[src/rtl/pipeline_pkg.sv]
// +----------------------------------------------------------------------------+
// | pipeline_pkg                                                               |
// | Shared pipeline constants: instruction width, bubble encoding, opcodes.    |
// | Revision: 1.0                                                              |
// +----------------------------------------------------------------------------+
`default_nettype none

package pipeline_pkg;

    localparam int INSTR_W = 32;

    localparam int OPCODE_LSB = 2;
    localparam int OPCODE_W   = 5;

    localparam logic [OPCODE_W-1:0] OP_LOAD   = 5'b00000;
    localparam logic [OPCODE_W-1:0] OP_OPIMM  = 5'b00100;
    localparam logic [OPCODE_W-1:0] OP_STORE  = 5'b01000;
    localparam logic [OPCODE_W-1:0] OP_OP     = 5'b01100;
    localparam logic [OPCODE_W-1:0] OP_BRANCH = 5'b11000;
    localparam logic [OPCODE_W-1:0] OP_JAL    = 5'b11011;
    // Decodes to the control unit's default: no writes, no branch, no jump.
    localparam logic [OPCODE_W-1:0] OP_BUBBLE = 5'b11111;

    localparam logic [INSTR_W-1:0] NOP_INSTR = 32'h0000_007F;

    typedef enum logic [1:0] {
        NPC_SEQ    = 2'd0,
        NPC_HOLD   = 2'd1,
        NPC_TARGET = 2'd2
    } npc_sel_e;

    typedef struct packed {
        logic [INSTR_W-1:0] instr;
        logic               valid;
    } ifid_word_t;

    function automatic logic [OPCODE_W-1:0] opcode_of(input logic [INSTR_W-1:0] instr);
        return instr[OPCODE_LSB +: OPCODE_W];
    endfunction

endpackage

`default_nettype wire

[src/rtl/fetch_stage_if.sv]
// +----------------------------------------------------------------------------+
// | fetch_stage_if                                                             |
// | Fetch-stage control, instruction-memory and IF/ID bundle.                  |
// | Revision: 1.0                                                              |
// +----------------------------------------------------------------------------+
`default_nettype none

interface fetch_stage_if
    import pipeline_pkg::*;
#(
    parameter int PC_WIDTH  = 9,
    parameter int CNT_WIDTH = 16
);

    logic                 stall;
    logic                 redirect_valid;
    logic [PC_WIDTH-1:0]  redirect_target;
    logic [PC_WIDTH-1:0]  imem_addr;
    logic [INSTR_W-1:0]   imem_rdata;
    logic [INSTR_W-1:0]   ifid_instr;
    logic [PC_WIDTH-1:0]  ifid_pc;
    logic                 ifid_valid;
    logic [CNT_WIDTH-1:0] fetch_count;
    logic [CNT_WIDTH-1:0] bubble_count;

    modport slave (
        input  stall, redirect_valid, redirect_target, imem_rdata,
        output imem_addr, ifid_instr, ifid_pc, ifid_valid, fetch_count, bubble_count
    );

    modport master (
        output stall, redirect_valid, redirect_target, imem_rdata,
        input  imem_addr, ifid_instr, ifid_pc, ifid_valid, fetch_count, bubble_count
    );

endinterface

`default_nettype wire

[src/rtl/sat_counter.sv]
// +----------------------------------------------------------------------------+
// | sat_counter                                                                |
// | Up-counter that sticks at all-ones instead of wrapping.                    |
// | Revision: 1.0                                                              |
// +----------------------------------------------------------------------------+
`default_nettype none

module sat_counter #(
    parameter int WIDTH = 16
) (
    input  logic             clk,
    input  logic             rst_n,
    input  logic             inc,
    output logic [WIDTH-1:0] count
);

    logic [WIDTH-1:0] count_q;
    logic [WIDTH-1:0] count_d;

    always_comb begin
        count_d = count_q;
        if (inc && (count_q != {WIDTH{1'b1}})) begin
            count_d = count_q + 1'b1;
        end
    end

    always_ff @(posedge clk or negedge rst_n) begin
        if (!rst_n) begin
            count_q <= '0;
        end else begin
            count_q <= count_d;
        end
    end

    assign count = count_q;

endmodule

`default_nettype wire

[src/rtl/fetch_stage.sv]
// +----------------------------------------------------------------------------+
// | fetch_stage                                                                |
// | Program counter, next-PC select and IF/ID register with debug counters.    |
// | Revision: 1.0                                                              |
// +----------------------------------------------------------------------------+
`default_nettype none

module fetch_stage
    import pipeline_pkg::*;
#(
    parameter int PC_WIDTH  = 9,
    parameter int RESET_PC  = 0,
    parameter int CNT_WIDTH = 16
) (
    input  logic          clk,
    input  logic          rst_n,
    fetch_stage_if.slave  bus
);

    localparam logic [PC_WIDTH-1:0] C_RESET_PC = PC_WIDTH'(RESET_PC);

    logic [PC_WIDTH-1:0] pc_q;
    logic [PC_WIDTH-1:0] pc_d;
    logic                prime_q;
    npc_sel_e            npc_sel;

    ifid_word_t          ifid_q;
    ifid_word_t          ifid_d;
    logic [PC_WIDTH-1:0] ifid_pc_q;
    logic [PC_WIDTH-1:0] ifid_pc_d;

    logic                fetch_inc;
    logic                bubble_inc;

    // Until the memory has been primed, imem_rdata does not belong to pc_q.
    always_comb begin
        npc_sel = NPC_SEQ;
        if (bus.redirect_valid) begin
            npc_sel = NPC_TARGET;
        end else if (!prime_q || bus.stall) begin
            npc_sel = NPC_HOLD;
        end
    end

    always_comb begin
        pc_d = pc_q + 1'b1;
        case (npc_sel)
            NPC_TARGET: pc_d = bus.redirect_target;
            NPC_HOLD:   pc_d = pc_q;
            default:    pc_d = pc_q + 1'b1;
        endcase
    end

    always_ff @(posedge clk or negedge rst_n) begin
        if (!rst_n) begin
            pc_q    <= C_RESET_PC;
            prime_q <= 1'b0;
        end else begin
            pc_q    <= pc_d;
            prime_q <= 1'b1;
        end
    end

    always_comb begin
        ifid_d     = ifid_q;
        ifid_pc_d  = ifid_pc_q;
        fetch_inc  = 1'b0;
        bubble_inc = 1'b0;
        if (bus.redirect_valid) begin
            ifid_d.instr = NOP_INSTR;
            ifid_d.valid = 1'b0;
            bubble_inc   = 1'b1;
        end else if (!bus.stall) begin
            ifid_d.instr = bus.imem_rdata;
            ifid_d.valid = prime_q;
            ifid_pc_d    = pc_q;
            fetch_inc    = prime_q;
        end
    end

    always_ff @(posedge clk or negedge rst_n) begin
        if (!rst_n) begin
            ifid_q.instr <= NOP_INSTR;
            ifid_q.valid <= 1'b0;
            ifid_pc_q    <= '0;
        end else begin
            ifid_q       <= ifid_d;
            ifid_pc_q    <= ifid_pc_d;
        end
    end

    sat_counter #(.WIDTH(CNT_WIDTH)) u_fetch_cnt (
        .clk   (clk),
        .rst_n (rst_n),
        .inc   (fetch_inc),
        .count (bus.fetch_count)
    );

    sat_counter #(.WIDTH(CNT_WIDTH)) u_bubble_cnt (
        .clk   (clk),
        .rst_n (rst_n),
        .inc   (bubble_inc),
        .count (bus.bubble_count)
    );

    assign bus.imem_addr  = pc_d;
    assign bus.ifid_instr = ifid_q.instr;
    assign bus.ifid_valid = ifid_q.valid;
    assign bus.ifid_pc    = ifid_pc_q;

endmodule

`default_nettype wire

[src/flat_wrapper.sv]
// flat-port wrapper written by rule: the top's interface ports become plain ports
module fetch_stage_flat import pipeline_pkg::*;
#(
    parameter int PC_WIDTH  = 9,
    parameter int RESET_PC  = 0,
    parameter int CNT_WIDTH = 16
)
  (clk, rst_n, bus_stall, bus_redirect_valid, bus_redirect_target, bus_imem_rdata, bus_imem_addr, bus_ifid_instr, bus_ifid_pc, bus_ifid_valid, bus_fetch_count, bus_bubble_count);
  fetch_stage_if #(.PC_WIDTH(PC_WIDTH), .CNT_WIDTH(CNT_WIDTH)) bus_i ();
  input  logic clk;
  input  logic rst_n;
  input wire logic [$bits(bus_i.stall)-1:0] bus_stall;
  input wire logic [$bits(bus_i.redirect_valid)-1:0] bus_redirect_valid;
  input wire logic [$bits(bus_i.redirect_target)-1:0] bus_redirect_target;
  input wire logic [$bits(bus_i.imem_rdata)-1:0] bus_imem_rdata;
  output wire logic [$bits(bus_i.imem_addr)-1:0] bus_imem_addr;
  output wire logic [$bits(bus_i.ifid_instr)-1:0] bus_ifid_instr;
  output wire logic [$bits(bus_i.ifid_pc)-1:0] bus_ifid_pc;
  output wire logic [$bits(bus_i.ifid_valid)-1:0] bus_ifid_valid;
  output wire logic [$bits(bus_i.fetch_count)-1:0] bus_fetch_count;
  output wire logic [$bits(bus_i.bubble_count)-1:0] bus_bubble_count;
  assign bus_i.stall = bus_stall;
  assign bus_i.redirect_valid = bus_redirect_valid;
  assign bus_i.redirect_target = bus_redirect_target;
  assign bus_i.imem_rdata = bus_imem_rdata;
  assign bus_imem_addr = bus_i.imem_addr;
  assign bus_ifid_instr = bus_i.ifid_instr;
  assign bus_ifid_pc = bus_i.ifid_pc;
  assign bus_ifid_valid = bus_i.ifid_valid;
  assign bus_fetch_count = bus_i.fetch_count;
  assign bus_bubble_count = bus_i.bubble_count;
  fetch_stage #(.PC_WIDTH(PC_WIDTH), .RESET_PC(RESET_PC), .CNT_WIDTH(CNT_WIDTH)) u_core (.clk(clk), .rst_n(rst_n), .bus(bus_i));
endmodule
[config.mk]
export PLATFORM = sky130hd
export DESIGN_NAME = fetch_stage_flat
export DESIGN_NICKNAME = d
export VERILOG_FILES = /design/src/rtl/pipeline_pkg.sv /design/src/rtl/fetch_stage_if.sv /design/src/rtl/sat_counter.sv /design/src/rtl/fetch_stage.sv /design/src/flat_wrapper.sv
export SDC_FILE = /design/constraint.sdc
export NUM_CORES = 1
export LEC_CHECK = 0
export BUFFER_PORTS_ARGS = -buffer_cell sky130_fd_sc_hd__buf_2
export CORE_ASPECT_RATIO = 1.2
export CORE_UTILIZATION = 51
export DETAILED_ROUTE_END_ITERATION = 7
export HOLD_SLACK_MARGIN = 0.12
export PLACE_DENSITY = 0.91
export REMOVE_ABC_BUFFERS = 1
export SYNTH_ARGS = -nofsm -noshare
export SYNTH_HDL_FRONTEND = slang
export SYNTH_HIERARCHICAL = 1
export SYNTH_SLANG_ARGS = --single-unit
[constraint.sdc]
create_clock -name clk -period 1.7 [get_ports clk]
set_input_delay 0.17 -clock clk [delete_from_list [all_inputs] [get_ports clk]]
set_output_delay 0.17 -clock clk [all_outputs]
set_load 0.02 [all_outputs]
# ---- Yosys cells after proc, flatten, opt, wreduce, memory -nomap -nowiden
# Index checks and enable logic that the tools add are counted.
dict set report totals {
  regBits 84
  latch_bits 0
  ramBits 0
  mem_bits_ro 0
  in_bits 45
  output_inout_bits 83
  wordCells 30
  memories 0
}
dict set report classes {
  n_addsub 3
  mul 0
  div 0
  magnitude_cmp 0
  eq_ne 5
  n_shift 0
  n_mux 8
  bitwise 2
  n_reduce_logical 5
}
# operator n
set ops {}
lappend ops {{33-bit 2-to-1 mux} 2}
lappend ops {{16-bit by 1-bit adder with 16-bit output, second input constant} 2}
lappend ops {{16-bit inequality test, second input constant} 2}
lappend ops {{9-bit one-hot mux with 2 select lines} 1}
lappend ops {{9-bit by 1-bit adder with 9-bit output, second input constant} 1}
lappend ops {{1-bit 2-to-1 mux} 4}
lappend ops {{2-bit by 1-bit equality test with 1-bit output, second input constant} 1}
lappend ops {{2-bit equality test, second input constant} 1}
lappend ops {{1-bit logical AND} 2}
lappend ops {{2-bit 2-to-1 mux} 1}
lappend ops {{2-bit by 1-bit inequality test with 1-bit output, second input constant} 1}
lappend ops {{1-bit NOT} 2}
lappend ops {{2-bit AND reduction} 1}
lappend ops {{1-bit logical NOT} 1}
lappend ops {{1-bit logical OR} 1}

# ---- Depth between registers and ports, before layout
dict set report depth {
  word_depth 6
  ltp_mapped 7
  ltp_nobuf 6
}

# ---- Hierarchy
# The synthesis kept the hierarchy.
# mod instances cells_per_inst area_each_um2 seq_area_each_um2
set by_module_without_submodules {}
lappend by_module_without_submodules {fetch_stage 1 183 2218.4 1310.0}
lappend by_module_without_submodules {sat_counter 2 72 859.6 400.4}

# ---- Worst setup path before layout
# OpenSTA, ideal clock, no wires.
dict set report synth_path {
  path_type {register to register}
  startpoint {reg u_core.pc_q[0]}
  endpoint {reg u_core.pc_q[8]}
  setup_time_ns 0.175
  t_arrival_ns 1.631
  required_time_ns 1.525
  setup_slack_ns -0.107
  stages_incl_launch_ff 5
  path_buffers 0
  period_less_slack_ns 1.807
  cell_sequence {dfrtp_1 -> ha_1 -> nand3b_4 -> or4_1 -> a31oi_1}
}
dict set report synth_between {
  elab_chain_cells 2
}
# item line
set synth_rtl {}
lappend synth_rtl {{start, declared} fetch_stage.sv:22} ;# logic [PC_WIDTH-1:0] pc_q;
lappend synth_rtl {{start signal, assigned} fetch_stage.sv:59} ;# pc_q <= pc_d;
lappend synth_rtl {{9-bit by 1-bit adder with 9-bit output} n/a}
lappend synth_rtl {{9-bit one-hot mux with 2 select lines} fetch_stage.sv:47} ;# case (npc_sel)
lappend synth_rtl {{named net bus_imem_addr[8]} flat_wrapper.sv:16} ;# output wire logic [$bits(bus_i.imem_addr)-1:0] bus_imem_addr;
# The timed path passes the listed nets, and every way through them passes these cells.
# A chain may end at the register's enable or synchronous reset.

# ---- Worst setup path after layout
dict set report layout_path {
  startpoint {reg u_core.pc_q[0]}
  endpoint {out bus_imem_addr[7]}
}
dict set report layout_between {
  elab_chain_cells 2
}
# item line
set layout_rtl {}
lappend layout_rtl {{9-bit by 1-bit adder with 9-bit output} n/a}
lappend layout_rtl {{9-bit one-hot mux with 2 select lines} fetch_stage.sv:47}
lappend layout_rtl {{end, declared} flat_wrapper.sv:16}
# Every way passes these cells.

==> impl_metrics.csv <==
group,metric,value,unit
outcome,violations,"setup timing",
floorplan,io_pins,128,
layout,n_fill_cell,437,
power_and_ir_drop,intPower,0.00366,W
timing,setup_viol,10,
worst_setup_path,end_kind,"primary output",
timing,min_period_over_period,1.31,
logic_synthesis,synth-seq-area-share,0.536,
logic_synthesis,synth_area,3940,µm²
cts,clk-insertion-delay-late,350,ps
global_route,grt_pass1_wl,17.3,mm
worst_hold_path,holdPathStages,4,
layout,areaGrowthSynthToFinish,43.9,%
power_and_ir_drop,seq_power_share,0.451,
power_and_ir_drop,peakVddDrop,0.999,mV
timing,fin_worst_hold_slack,263,ps
cts,clockBufferDepth,2,
routing,first_pass_iters,4,
cts,cts_tree,"yes",
layout,final_cell_mix,"buf_2, dfrtp_1, buf_4, dlygate4sd3_1, nor2_1",
global_route,antenna_found_initial,1,
floorplan,die_y,98.3,µm
floorplan,num_rows,34,
worst_setup_path,crit_path_max_incr_delay,500,ps
routing,vias,3550,
logic_synthesis,synthCells,327,
logic_synthesis,yosysWarnings,6,
worst_setup_path,cp_data_arrival_time,2060,ps
cts,h-tree-depth,3,
layout,drive_gt1_frac,0.443,
timing,worst_pin_slew,561,ps
timing,hold_viol,0,
cts,clock-root-buffer,"clkbuf_8",
worst_setup_path,critPathLaunchType,"flip-flop",
power_and_ir_drop,power,0.00555,W
timing,rsz0062_at_grt,"yes",
logic_synthesis,synth-seq-cells,84,
timing,final.min_clock_period,2230,ps
placed_design,dp_slack,-35.1,ps
worst_setup_path,crit_chain,"buf_6 -> nand4b_4 -> or4_1 -> a31oi_1 -> buf_4",
worst_setup_path,reg2reg_slack,-30,ps
layout,mostFrequentLayoutCell,"buf_2",
timing,max_freq,0.448,GHz
floorplan,fp.dieW,82.2,µm
worst_hold_path,hold_class,"input port to flip-flop",
timing,setup_ws,-533,ps
placed_design,placed_cell_area,4840,µm²
global_route,grt_pass1_vias,3586,
logic_synthesis,synth_edf_count,0,
routing,initialDrtViolationCount,255,
timing,finClkSkew,14.4,ps
cts,cts_made_buffers,9,
power_and_ir_drop,cellLeakagePower,2.82,nW
global_route,track_usage,0.284,
routing,routed_wl,11.5,mm
run,maxCapViolCount,0,
worst_setup_path,cp_slowest_cell,"or4_1",
placed_design,portBuffers,127,
worst_setup_path,r2r_start,"u_core/pc_q[0]$_DFF_PN0_",
logic_synthesis,ys_types,47,
cts,cts.sinks,84,
floorplan,dieArea,8080,µm²
floorplan,initial_core_util,0.535,
placed_design,place_congestion,0.839,
outcome,status,"finished with violations",
worst_hold_path,worst_hold_startpoint,"bus_stall",
global_route,grt_max_degree,38,
worst_hold_path,hold-path-endpoint,"u_core/bus.ifid_valid$_DFFE_PN0P_",
power_and_ir_drop,powerDensity,980,nW/µm²
layout,final_nets,580,
worst_setup_path,r2r_end,"u_core/pc_q[5]$_DFF_PN0_",
timing,relSlewSlack,0.626,
worst_setup_path,critPathKind,"flip-flop to primary output",
worst_setup_path,required,1530,ps
worst_setup_path,worstRegToRegCells,6,
routing,drc_errors,0,
routing,wl_per_cell,18.4,µm
logic_synthesis,synth_ff_type,"dfrtp_1",
logic_synthesis,synth.avg_cell_area,12.0,µm²
routing,drtAntennaViolNets,0,
placed_design,dpl.hpwl,6.79,mm
floorplan,core-area,7360,µm²
global_route,globalRouteOverflowTotal,0,
timing,finalMaxSlewViolations,0,
logic_synthesis,async_flop_share,1.00,
power_and_ir_drop,pwr-share-clk,0.264,
cts,cts.clk_slew.worst_paths,90,ps
power_and_ir_drop,power_switching,0.00189,W
routing,routed_via_density,5.65,
power_and_ir_drop,p_comb_frac,0.285,
power_and_ir_drop,switching_share,0.340,
worst_setup_path,crit_fanout,5,
layout,final_area,5670,µm²
-- state kept, by name, summed over array words and instances, names as in the netlist --
signal	flops
u_core/bus.ifid_pc	9
u_core/u_fetch_cnt/count	16
u_core/bus.ifid_instr	32
u_core/prime_q	1
u_core/bus.ifid_valid	1
u_core/pc_q	9
u_core/u_bubble_cnt/count	16
-- area by class of cell --
cell class | instances | area (µm²) | area share
well taps | 90 | 113 | 0.0199
repair buffers | 203 | 1360 | 0.241
flip-flops and latches | 84 | 2120 | 0.374
diodes | 1 | 2.50 | 0.000442
clock buffers | 10 | 138 | 0.0243
clock inverters | 6 | 70.1 | 0.0124
inverters | 3 | 11.3 | 0.00199
multi-input cells | 231 | 1850 | 0.326
-- metal layers --
| metal | vias to the layer above | wire, µm | track usage |
|---|---|---|---|
| li1 | 1615 | - | - |
| met1 | 1733 | 4300 | 0.325 |
| met2 | 162 | 6180 | 0.480 |
| met3 | 40 | 597 | 0.0701 |
| met4 | 0 | 469 | 0.142 |
| met5 | - | 0 | 0 |
-- worst max path at each step --
stage	end	depth (start not counted)	start
4_1_cts	bus_imem_addr[5]	5	u_core/pc_q[1]$_DFF_PN0_
6_report	bus_imem_addr[7]	5	u_core/pc_q[0]$_DFF_PN0_
3_3_place_gp	bus_imem_addr[7]	5	u_core/pc_q[1]$_DFF_PN0_
5_1_grt	bus_imem_addr[7]	5	u_core/pc_q[0]$_DFF_PN0_
2_1_floorplan	u_core/pc_q[8]$_DFF_PN0_	4	u_core/pc_q[0]$_DFF_PN0_
3_5_place_dp	bus_imem_addr[8]	5	u_core/pc_q[0]$_DFF_PN0_
-- logic make-up after synthesis --
family | synth area share
adder cells (fa/ha/maj) | 0.00953
flip-flops | 0.536
AO/OA/AOI/OAI | 0.0833
AND/OR/NAND/NOR | 0.205
buffers and inverters | 0.0146
multiplexers | 0.115
XOR/XNOR | 0.0356
other | 0.000952
-- power by group through the flow --
stage | Combinational, W | Clock [W] | Sequential, W
floorplan | 0.000433 | 0 | 0.00279
global placement | 0.00132 | 0 | 0.00249
detailed placement | 0.00136 | 0 | 0.00251
CTS | 0.00147 | 0.00150 | 0.00248
global route | 0.00169 | 0.00158 | 0.00254
finish | 0.00158 | 0.00147 | 0.00251
-- synthesized netlist by cell type, types with 5 or more instances --
cell type,instances,share of area
nand4_1,17,0.027
a31oi_1,10,0.016
o21a_1,10,0.019
dfrtp_1,77,0.49
o21ai_0,6,0.0076
xor2_1,5,0.011
nor2_1,35,0.033
nand3_1,12,0.015
xnor2_1,11,0.024
mux2_2,9,0.026
nand2_1,21,0.020
mux2i_1,33,0.084
dfstp_2,7,0.047
a21oi_1,7,0.0089
-- metrics by stage --
stage | setup TNS [ps] | utilization | instances
finish | -2310 | 0.770 | 628
global route | -2950 | 0.770 | 628
CTS | -1780 | 0.754 | 621
detailed placement | -35.1 | 0.658 | 560
global placement | 0 | 0.658 | 560
floorplan | -208 | - | 318
-- critical path: cells and delay by family (launching register included) --
kind | cells | cell delay, ps
and+or+nand+nor | 2 | 620
DFF | 1 | 430
AOI/OAI and AO/OA | 1 | 340
buffers and inverters | 2 | 330
-- what timing repair did --
item                                    CTS  global route
endpoints found under the setup margin    9            14
endpoints found under the hold margin    71             0
hold buffers                             39             0
setup buffers                             6             6
resized for setup                        20            21
pin swaps                                10             4
(Power assumes the default switching activity.)
